===== src/rtl/pingpong_read_sequencer.sv =====
// Read-side sequencer for the ping-pong sample buffer: fetches DEPTH samples and streams them out.
// Define PINGPONG_SEQ_STATS_EN to add the frame/abort statistics counters.
module pingpong_read_sequencer #(
    parameter int WIDTH      = 16,
    parameter int DEPTH      = 256,
    parameter int RD_LATENCY = 1
) (
    input  logic             clk_i,
    input  logic             rst_ni,
    input  logic             en_i,
    input  logic             buffer_ready_i,
    input  logic             read_enable_i,
    input  logic [WIDTH-1:0] read_data_i,
    output logic             read_ack_o,
    output logic [WIDTH-1:0] m_data_o,
    output logic             m_valid_o,
    input  logic             m_ready_i,
    output logic             m_first_o,
    output logic             m_last_o,
    output logic             busy_o,
    output logic             overrun_o,
    input  logic             clear_i
`ifdef PINGPONG_SEQ_STATS_EN
    ,
    output logic [15:0]      frame_count_o,
    output logic [15:0]      abort_count_o
`endif
);

    localparam int IW = $clog2(DEPTH) + 1;
    localparam logic [IW-1:0] LAST_IDX = IW'(DEPTH - 1);
    localparam logic [IW-1:0] IDX_ONE  = IW'(1);
    localparam logic [1:0]    WLOAD    = 2'(RD_LATENCY - 1);

    typedef enum logic [1:0] {
        S_IDLE,
        S_WAIT,
        S_PRESENT
    } state_t;

    state_t           state_q, state_d;
    logic [IW-1:0]    idx_q, idx_d;
    logic [1:0]       wcnt_q, wcnt_d;
    logic [WIDTH-1:0] data_q, data_d;
    logic             overrun_q, overrun_d;

    logic hs;
    logic is_last;
    logic swap_abort;

    assign hs      = (state_q == S_PRESENT) && m_ready_i;
    assign is_last = (idx_q == LAST_IDX);

    // A swap only aborts if it does not land on the final handshake.
    assign swap_abort = buffer_ready_i &&
                        ((state_q == S_WAIT) ||
                         ((state_q == S_PRESENT) && !(hs && is_last)));

    always_ff @(posedge clk_i) begin
        if (!rst_ni) begin
            state_q   <= S_IDLE;
            idx_q     <= '0;
            wcnt_q    <= '0;
            data_q    <= '0;
            overrun_q <= 1'b0;
        end else begin
            state_q   <= state_d;
            idx_q     <= idx_d;
            wcnt_q    <= wcnt_d;
            data_q    <= data_d;
            overrun_q <= overrun_d;
        end
    end

    always_comb begin
        state_d   = state_q;
        idx_d     = idx_q;
        wcnt_d    = wcnt_q;
        data_d    = data_q;
        overrun_d = overrun_q;

        if (clear_i) begin
            overrun_d = 1'b0;
        end
        if (swap_abort) begin
            overrun_d = 1'b1;
        end

        if (swap_abort) begin
            state_d = S_WAIT;
            idx_d   = '0;
            wcnt_d  = WLOAD;
        end else begin
            unique case (state_q)
                S_IDLE: begin
                    if (en_i && read_enable_i) begin
                        state_d = S_WAIT;
                        idx_d   = '0;
                        wcnt_d  = WLOAD;
                    end
                end
                S_WAIT: begin
                    if (wcnt_q == 2'd0) begin
                        data_d  = read_data_i;
                        state_d = S_PRESENT;
                    end else begin
                        wcnt_d = wcnt_q - 2'd1;
                    end
                end
                S_PRESENT: begin
                    if (hs) begin
                        if (is_last) begin
                            state_d = S_IDLE;
                        end else begin
                            idx_d   = idx_q + IDX_ONE;
                            wcnt_d  = WLOAD;
                            state_d = S_WAIT;
                        end
                    end
                end
                default: begin
                    state_d = S_IDLE;
                end
            endcase
        end
    end

    assign read_ack_o = hs;
    assign m_valid_o  = (state_q == S_PRESENT);
    assign m_first_o  = m_valid_o && (idx_q == '0);
    assign m_last_o   = m_valid_o && is_last;
    assign m_data_o   = data_q;
    assign busy_o     = (state_q != S_IDLE);
    assign overrun_o  = overrun_q;

`ifdef PINGPONG_SEQ_STATS_EN
    logic [15:0] frame_q;
    logic [15:0] abort_q;

    always_ff @(posedge clk_i) begin
        if (!rst_ni) begin
            frame_q <= '0;
            abort_q <= '0;
        end else if (clear_i) begin
            frame_q <= '0;
            abort_q <= '0;
        end else begin
            if (hs && is_last && (frame_q != 16'hFFFF)) begin
                frame_q <= frame_q + 16'd1;
            end
            if (swap_abort && (abort_q != 16'hFFFF)) begin
                abort_q <= abort_q + 16'd1;
            end
        end
    end

    assign frame_count_o = frame_q;
    assign abort_count_o = abort_q;
`endif

endmodule

===== config.mk =====
export PLATFORM = sky130hd
export DESIGN_NAME = pingpong_read_sequencer
export DESIGN_NICKNAME = d
export VERILOG_FILES = /design/src/rtl/pingpong_read_sequencer.sv
export SDC_FILE = /design/constraint.sdc
export NUM_CORES = 1
export LEC_CHECK = 0
export BUFFER_PORTS_ARGS = -buffer_cell sky130_fd_sc_hd__buf_2
export CORE_MARGIN = 1
export CORE_UTILIZATION = 45
export CTS_CLUSTER_DIAMETER = 50
export DETAILED_ROUTE_END_ITERATION = 7
export PLACE_DENSITY_LB_ADDON = 0.3
export SYNTH_ARGS = -nofsm -noshare
export SYNTH_HDL_FRONTEND = slang
export SYNTH_SLANG_ARGS = --single-unit

===== constraint.sdc =====
create_clock -name clk_i -period 2.3 [get_ports clk_i]
set_input_delay 0.115 -clock clk_i [delete_from_list [all_inputs] [get_ports clk_i]]
set_output_delay 0.115 -clock clk_i [all_outputs]
set_load 0.05 [all_outputs]

==> flow_metrics.env, run 1 <==
export IMPL_grt_max_degree=21
export IMPL_yosysMostFrequentCell="nand2_1"
export IMPL_top_layer="met4"
export IMPL_via_per_inst=4.988
export IMPL_leakagePower_nw=0.7451
export IMPL_max_slew_margin_pct=61.39
export IMPL_start_util_pct=49.24
export IMPL_worst_pin_slew_ns=0.5792
export IMPL_grt_use_total_pct=19.50
export IMPL_crit_path_end_kind="flip-flop"
export IMPL_power_density_nw_per_um2=683.1
export IMPL_synthArstFlopShare_pct=0
export IMPL_ant_nets=0
export IMPL_finClkSkew_ns=0.01075
export IMPL_irDropWorstVdd_v=0.0003965
export IMPL_io_buffers=44
export IMPL_drive_gt1_share_pct=28.64
export IMPL_rsz0062_at_grt="no"
export IMPL_crit_buf_inv=0
export IMPL_clk_pin_slew_worst_paths_ns=0.10
export IMPL_drc=0
export IMPL_ys_ff_latch=30
export IMPL_setup_viol=0
export IMPL_syn_inst=166
export IMPL_synth_top_area_cell="dfxtp_1"
export IMPL_slowest_stage="or4_4"
export IMPL_hpwlAfterDp_mm=2.189
export IMPL_post_drt_wl_per_cell_um=11.38
export IMPL_power_total_w=0.001192
export IMPL_ctsHtreeMaxLevel=2
export IMPL_postCtsSetupBuffers=0
export IMPL_max_stage_delay_ns=0.48
export IMPL_grt_pass1_vias=1239
export IMPL_first_pass_iters=4
export IMPL_cts_hold_repair_buffers=0
export IMPL_synthesis_nets=193
export IMPL_rows=19
export IMPL_cp_start_kind="flip-flop"
export IMPL_grt_overflow=0
export IMPL_drv_cap=0
export IMPL_synth_area_leaders="dfxtp_1 (42%), nand2_1 (9.8%), a21boi_0 (9.0%)"
export IMPL_netlist_area_sq_um=1416
export IMPL_hold_class="primary input to flip-flop"
export IMPL_fmaxAchievable_ghz=0.4794
export IMPL_avgSynthCellArea_sq_um=8.532
export IMPL_syn_to_final_growth_pct=23.14
export IMPL_drt_initial_drc_count=13
export IMPL_synth_edff_count=0
export IMPL_slew_viol_final=0
export IMPL_routed_wl_met3_um=99
export IMPL_ys_warn_count=0
export IMPL_arrival_ns=2.37
export IMPL_wl_mm=2.901
export IMPL_design_area_sq_um=1744
export IMPL_cts_root_buf="clkbuf_4"
export IMPL_cts_max_path_buffers=2
export IMPL_pin_count=45
export IMPL_dpl_cell_area_sq_um=1667
export IMPL_period_share_pct=90.69
export IMPL_worst_ep_required_time_ns=2.58
export IMPL_crit_chain="and4_1, nand2_1, nor2_1, ha_1, and4bb_4, nor2_4, or4_4, a21oi_2"
export IMPL_path_max_fanout=8
export IMPL_place_gp_congestion=0.8581
export IMPL_finalHoldViolations=0
export IMPL_numClockSinks=30
export IMPL_core_area_sq_um=2877
export IMPL_post_route_util_pct=60.64
export IMPL_die_area_sq_um=3376
export IMPL_synth_flop_cell="dfxtp_1"
export IMPL_post_cts_resized=0
export IMPL_synthTopCellsByCount="nand2_1 (37), dfxtp_1 (30), a21boi_0 (17), nor2_1 (14), inv_1 (7)"
export IMPL_num_antenna_cells=0
export IMPL_synth_distinct_cells=37
export IMPL_fin_nets=239
export IMPL_fin_crit_ns=2.086
export IMPL_die_y_um=58.10
export IMPL_vias=1272
export IMPL_fin_setup_tns_ns=0
export IMPL_routedLengthMet1_mm=1.292
export IMPL_clkLatencyLatePin_ns=0.34
export IMPL_critical_path_class="flip-flop to flip-flop"
export IMPL_synth_top_area_share_pct=42.40
export IMPL_cts_buffers=5
export IMPL_cts_tree="yes"
export IMPL_die_x_um=58.10
export IMPL_status="complete, no violations"
export IMPL_grt_pass1_wl_mm=5.016
export IMPL_ys_seq_area_share_pct=42.40
export IMPL_critPathTopFamily="simple AND/OR/NAND/NOR gates"
export IMPL_antenna_found_initial=0
export IMPL_wl_met2_mm=1.433
logic make-up (layout without fill, tap and decap cells):
logic type	Yosys count	after routing	share of synthesized area (%)
buf+inv	14	61	4.505
compound gates	37	37	18.55
fa+ha+maj	4	4	3.534
flops	30	30	42.40
mux	2	2	1.413
xor+xnor	5	5	3.092
simple gates	74	74	26.50
sequential cells by signal, indices dropped and copies added, names as in the netlist:
| signal | flops |
|---|---|
| state_q | 2 |
| idx_q | 9 |
| overrun_o | 1 |
| m_data_o | 16 |
| wcnt_q | 2 |
through the flow:
stage               std cells  hold slack (ns)  worst slack (ns)
floorplan                 166           0.2599            0.1186
global placement          247           0.3650            0.2868
detailed placement        247           0.3736            0.2394
CTS                       255         0.004400            0.2111
global route              255          0.01428           0.06997
finish                    255          0.01381            0.2142
layer usage:
layer | GRT usage, % | up-vias
li1 | - | 653
met1 | 21.38 | 584
met5 | 0 | -
met2 | 34.15 | 27
met3 | 4.688 | 8
met4 | 11.22 | 0
cells in the final DEF (no fill, tap or decap), drive strengths merged, types with 2 or more instances in the layout:
cell / n
inv: 7
buf: 46
mux2i: 2
xor2: 4
nand3b: 2
and4bb: 2
o31ai: 2
nand2b: 3
ha: 4
nand2: 37
nor2: 15
and2: 3
o21a: 2
and3: 2
o21ai: 3
o211ai: 5
clkbuf: 5
dfxtp: 30
clkinv: 2
a21oi: 7
nor2b: 2
a21boi: 17
area by class of cell:
cell class,instances,area [sq um]
fillers,254,1132
multi-input cells,122,752.0
flip-flops and latches,30,600.6
repair buffers,46,235.2
well taps,42,52.55
clock inverters,3,40.04
clock buffers,5,37.54
inverters,7,26.28
tightest hold or removal path: cells and delay by family:
family                 cells  cell delay (ns)
AOI/OAI and AO/OA          1             0.06
buffers and inverters      1             0.09
and+or+nand+nor            1             0.04
power breakdown:
part,internal (W),switching (W)
sequential,0.000539,0.0000165
clock,0.000225,0.000190
combinational,0.0000748,0.000146
total,0.000839,0.000353
final timing paths:
kind,start,endpoint,slack [ns],depth (start not counted)
max,idx_q[3],idx_q[7],0.21,8
min,read_data_i[15],m_data_o[15],0.01,3
max reg2reg,idx_q[3],idx_q[7],0.21,8
min reg2reg,m_data_o[15],m_data_o[15],0.47,2
(Power assumes the default switching activity.)
==> run 2: changes to the inputs <==
--- a/config.mk
+++ b/config.mk
@@ -6,8 +6,10 @@
 export NUM_CORES = 1
 export LEC_CHECK = 0
 export BUFFER_PORTS_ARGS = -buffer_cell sky130_fd_sc_hd__buf_2
+export CELL_PAD_IN_SITES_DETAIL_PLACEMENT = 1
+export CELL_PAD_IN_SITES_GLOBAL_PLACEMENT = 1
 export CORE_MARGIN = 1
-export CORE_UTILIZATION = 45
+export CORE_UTILIZATION = 36
 export CTS_CLUSTER_DIAMETER = 50
 export DETAILED_ROUTE_END_ITERATION = 7
 export PLACE_DENSITY_LB_ADDON = 0.3
==> flow_metrics.env, run 2 (same netlist as run 1, synthesis figures left out) <==
export IMPL_clkLatencyLatePin_ns=0.28
export IMPL_antenna_found_initial=0
export IMPL_fin_crit_ns=2.125
export IMPL_hold_end="m_data_o[4]"
export IMPL_cts_max_path_buffers=2
export IMPL_fmaxAchievable_ghz=0.4705
export IMPL_worst_pin_slew_ns=0.5976
export IMPL_max_slew_margin_pct=60.16
export IMPL_cp_start_kind="flip-flop"
export IMPL_numClockSinks=30
export IMPL_comb_power_share_pct=18.7
export IMPL_drive_gt1_share_pct=28.17
export IMPL_hold_path_depth=3
export IMPL_syn_to_final_growth_pct=24.65
export IMPL_via_per_inst=4.989
export IMPL_r2r_slack_ns=0.17
export IMPL_hold_class="primary input to flip-flop"
export IMPL_pwr_share_seq_pct=45.8
export IMPL_post_cts_resized=0
export IMPL_slew_viol_final=0
export IMPL_grt_max_degree=21
export IMPL_cts_root_buf="clkbuf_8"
export IMPL_grt_overflow=0
export IMPL_core_area_sq_um=3716
export IMPL_drc=0
export IMPL_post_route_util_pct=47.51
export IMPL_clockPowerShare_pct=35.5
export IMPL_worst_ep_required_time_ns=2.51
export IMPL_io_buffers=44
export IMPL_min_from="read_data_i[4]"
export IMPL_first_pass_iters=4
export IMPL_num_antenna_cells=0
export IMPL_status="complete, no violations"
export IMPL_cts_hold_repair_buffers=0
export IMPL_r2r_start="idx_q[3]"
export IMPL_cts_tree="yes"
export IMPL_start_util_pct=38.11
export IMPL_ff2ff_path_depth=8
export IMPL_post_drt_wl_per_cell_um=13.56
export IMPL_cts_buffers=5
export IMPL_swShare_pct=29.68
export IMPL_largest_register_ffs=16
export IMPL_path_max_fanout=8
export IMPL_grt_use_total_pct=18.87
export IMPL_postCtsSetupBuffers=0
export IMPL_grt_pass1_vias=1387
export IMPL_dpl_cell_area_sq_um=1674
export IMPL_reg2reg_to="idx_q[7]"
export IMPL_fin_nets=239
export IMPL_clk_pin_slew_worst_paths_ns=0.06
export IMPL_drt_initial_drc_count=34
export IMPL_finClkSkew_ns=0.002481
export IMPL_period_share_pct=92.40
export IMPL_ctsHtreeMaxLevel=2
export IMPL_design_area_sq_um=1765
export IMPL_hpwlAfterDp_mm=2.749
export IMPL_rows=22
export IMPL_place_gp_congestion=0.7554
export IMPL_die_y_um=64.73
export IMPL_pin_count=45
export IMPL_arrival_ns=2.34
export IMPL_die_area_sq_um=4189
export IMPL_switchingPower_w=0.0003611
export IMPL_fin_setup_tns_ns=0
export IMPL_wl_mm=3.540
export IMPL_finalHoldViolations=0
export IMPL_rsz0062_at_grt="no"
export IMPL_setup_viol=0
export IMPL_ant_nets=0
export IMPL_die_x_um=64.73
export IMPL_layout_commonest_cell="buf_2"
export IMPL_place_ws_ns=0.2040
export IMPL_leakagePower_nw=0.7484
export IMPL_vias=1302
export IMPL_crit_path_end_kind="flip-flop"
export IMPL_irDropWorstVdd_v=0.0003232
export IMPL_grt_pass1_wl_mm=5.982
export IMPL_drv_cap=0
export IMPL_layout_common_cells="buf_2 (44), nand2_1 (37), dfxtp_1 (30), a21boi_0 (17), nor2_1 (14)"
export IMPL_worst_slack_ns=0.1748
export IMPL_power_density_nw_per_um2=689.2
export IMPL_internal_power_w=0.0008557
export IMPL_startpoint="idx_q[3]"
export IMPL_critical_path_class="flip-flop to flip-flop"
[run 2: cell types whose count changed in the layout (fill, tap and decap cells not counted)]
cell / before / now
bufinv_16: 1 / 0
clkbuf_4: 5 / 0
clkbuf_1: 0 / 1
clkinv_2: 2 / 1
clkbuf_8: 0 / 6
[run 2: how the worst max path moves through the flow]
stage | end | slack (ns) | cells past startpoint
after global routing | idx_q[4] | 0.02 | 8
after CTS | idx_q[7] | 0.18 | 8
final | idx_q[7] | 0.17 | 8
after detailed placement | idx_q[7] | 0.20 | 8
after global placement | idx_q[7] | 0.27 | 8
after floorplan | idx_q[0] | 0.12 | 5
[run 2: power by group through the flow]
stage / clock [W] / combinational [W] / sequential (W)
final: 0.000432 / 0.000227 / 0.000557
after global routing: 0.000470 / 0.000248 / 0.000560
after CTS: 0.000442 / 0.000231 / 0.000557
after detailed placement: 0 / 0.000229 / 0.000569
after global placement: 0 / 0.000221 / 0.000567
after floorplan: 0 / 0.000128 / 0.000605
[run 2: worst max-delay path: stages (launching register included)]
cell and delay, ns:
dfxtp_1 0.35, and4_1 0.20, nand2_1 0.11, nor2_1 0.05
ha_1 0.22, and4bb_4 0.41, nor2_4 0.08, or4_4 0.48
a21oi_2 0.14
[run 2: layout make-up]
cell class	count	area, sq um
clock buffer	7	86.33
clock inverter	1	5.005
fill	485	1951
inverter	7	26.28
multi-input combinational	122	752.0
sequential	30	600.6
tap	48	60.06
timing repair buffer	46	235.2
[run 2: stage by stage]
stage	total power, W	hold WS (ns)	std cells
after detailed placement	0.0007983	0.3808	253
after global routing	0.001278	0.08557	261
after CTS	0.001230	0.08183	261
after global placement	0.0007878	0.3634	253
final	0.001217	0.08203	261
after floorplan	0.0007329	0.2599	166
[run 2: metal layers]
metal / routed length, um / vias up / global-route usage [%]
li1: - / 647 / -
met1: 1475 / 624 / 19.25
met2: 1895 / 25 / 35.68
met3: 126 / 6 / 5.810
met4: 41 / 0 / 6.389
met5: 0 / - / 0
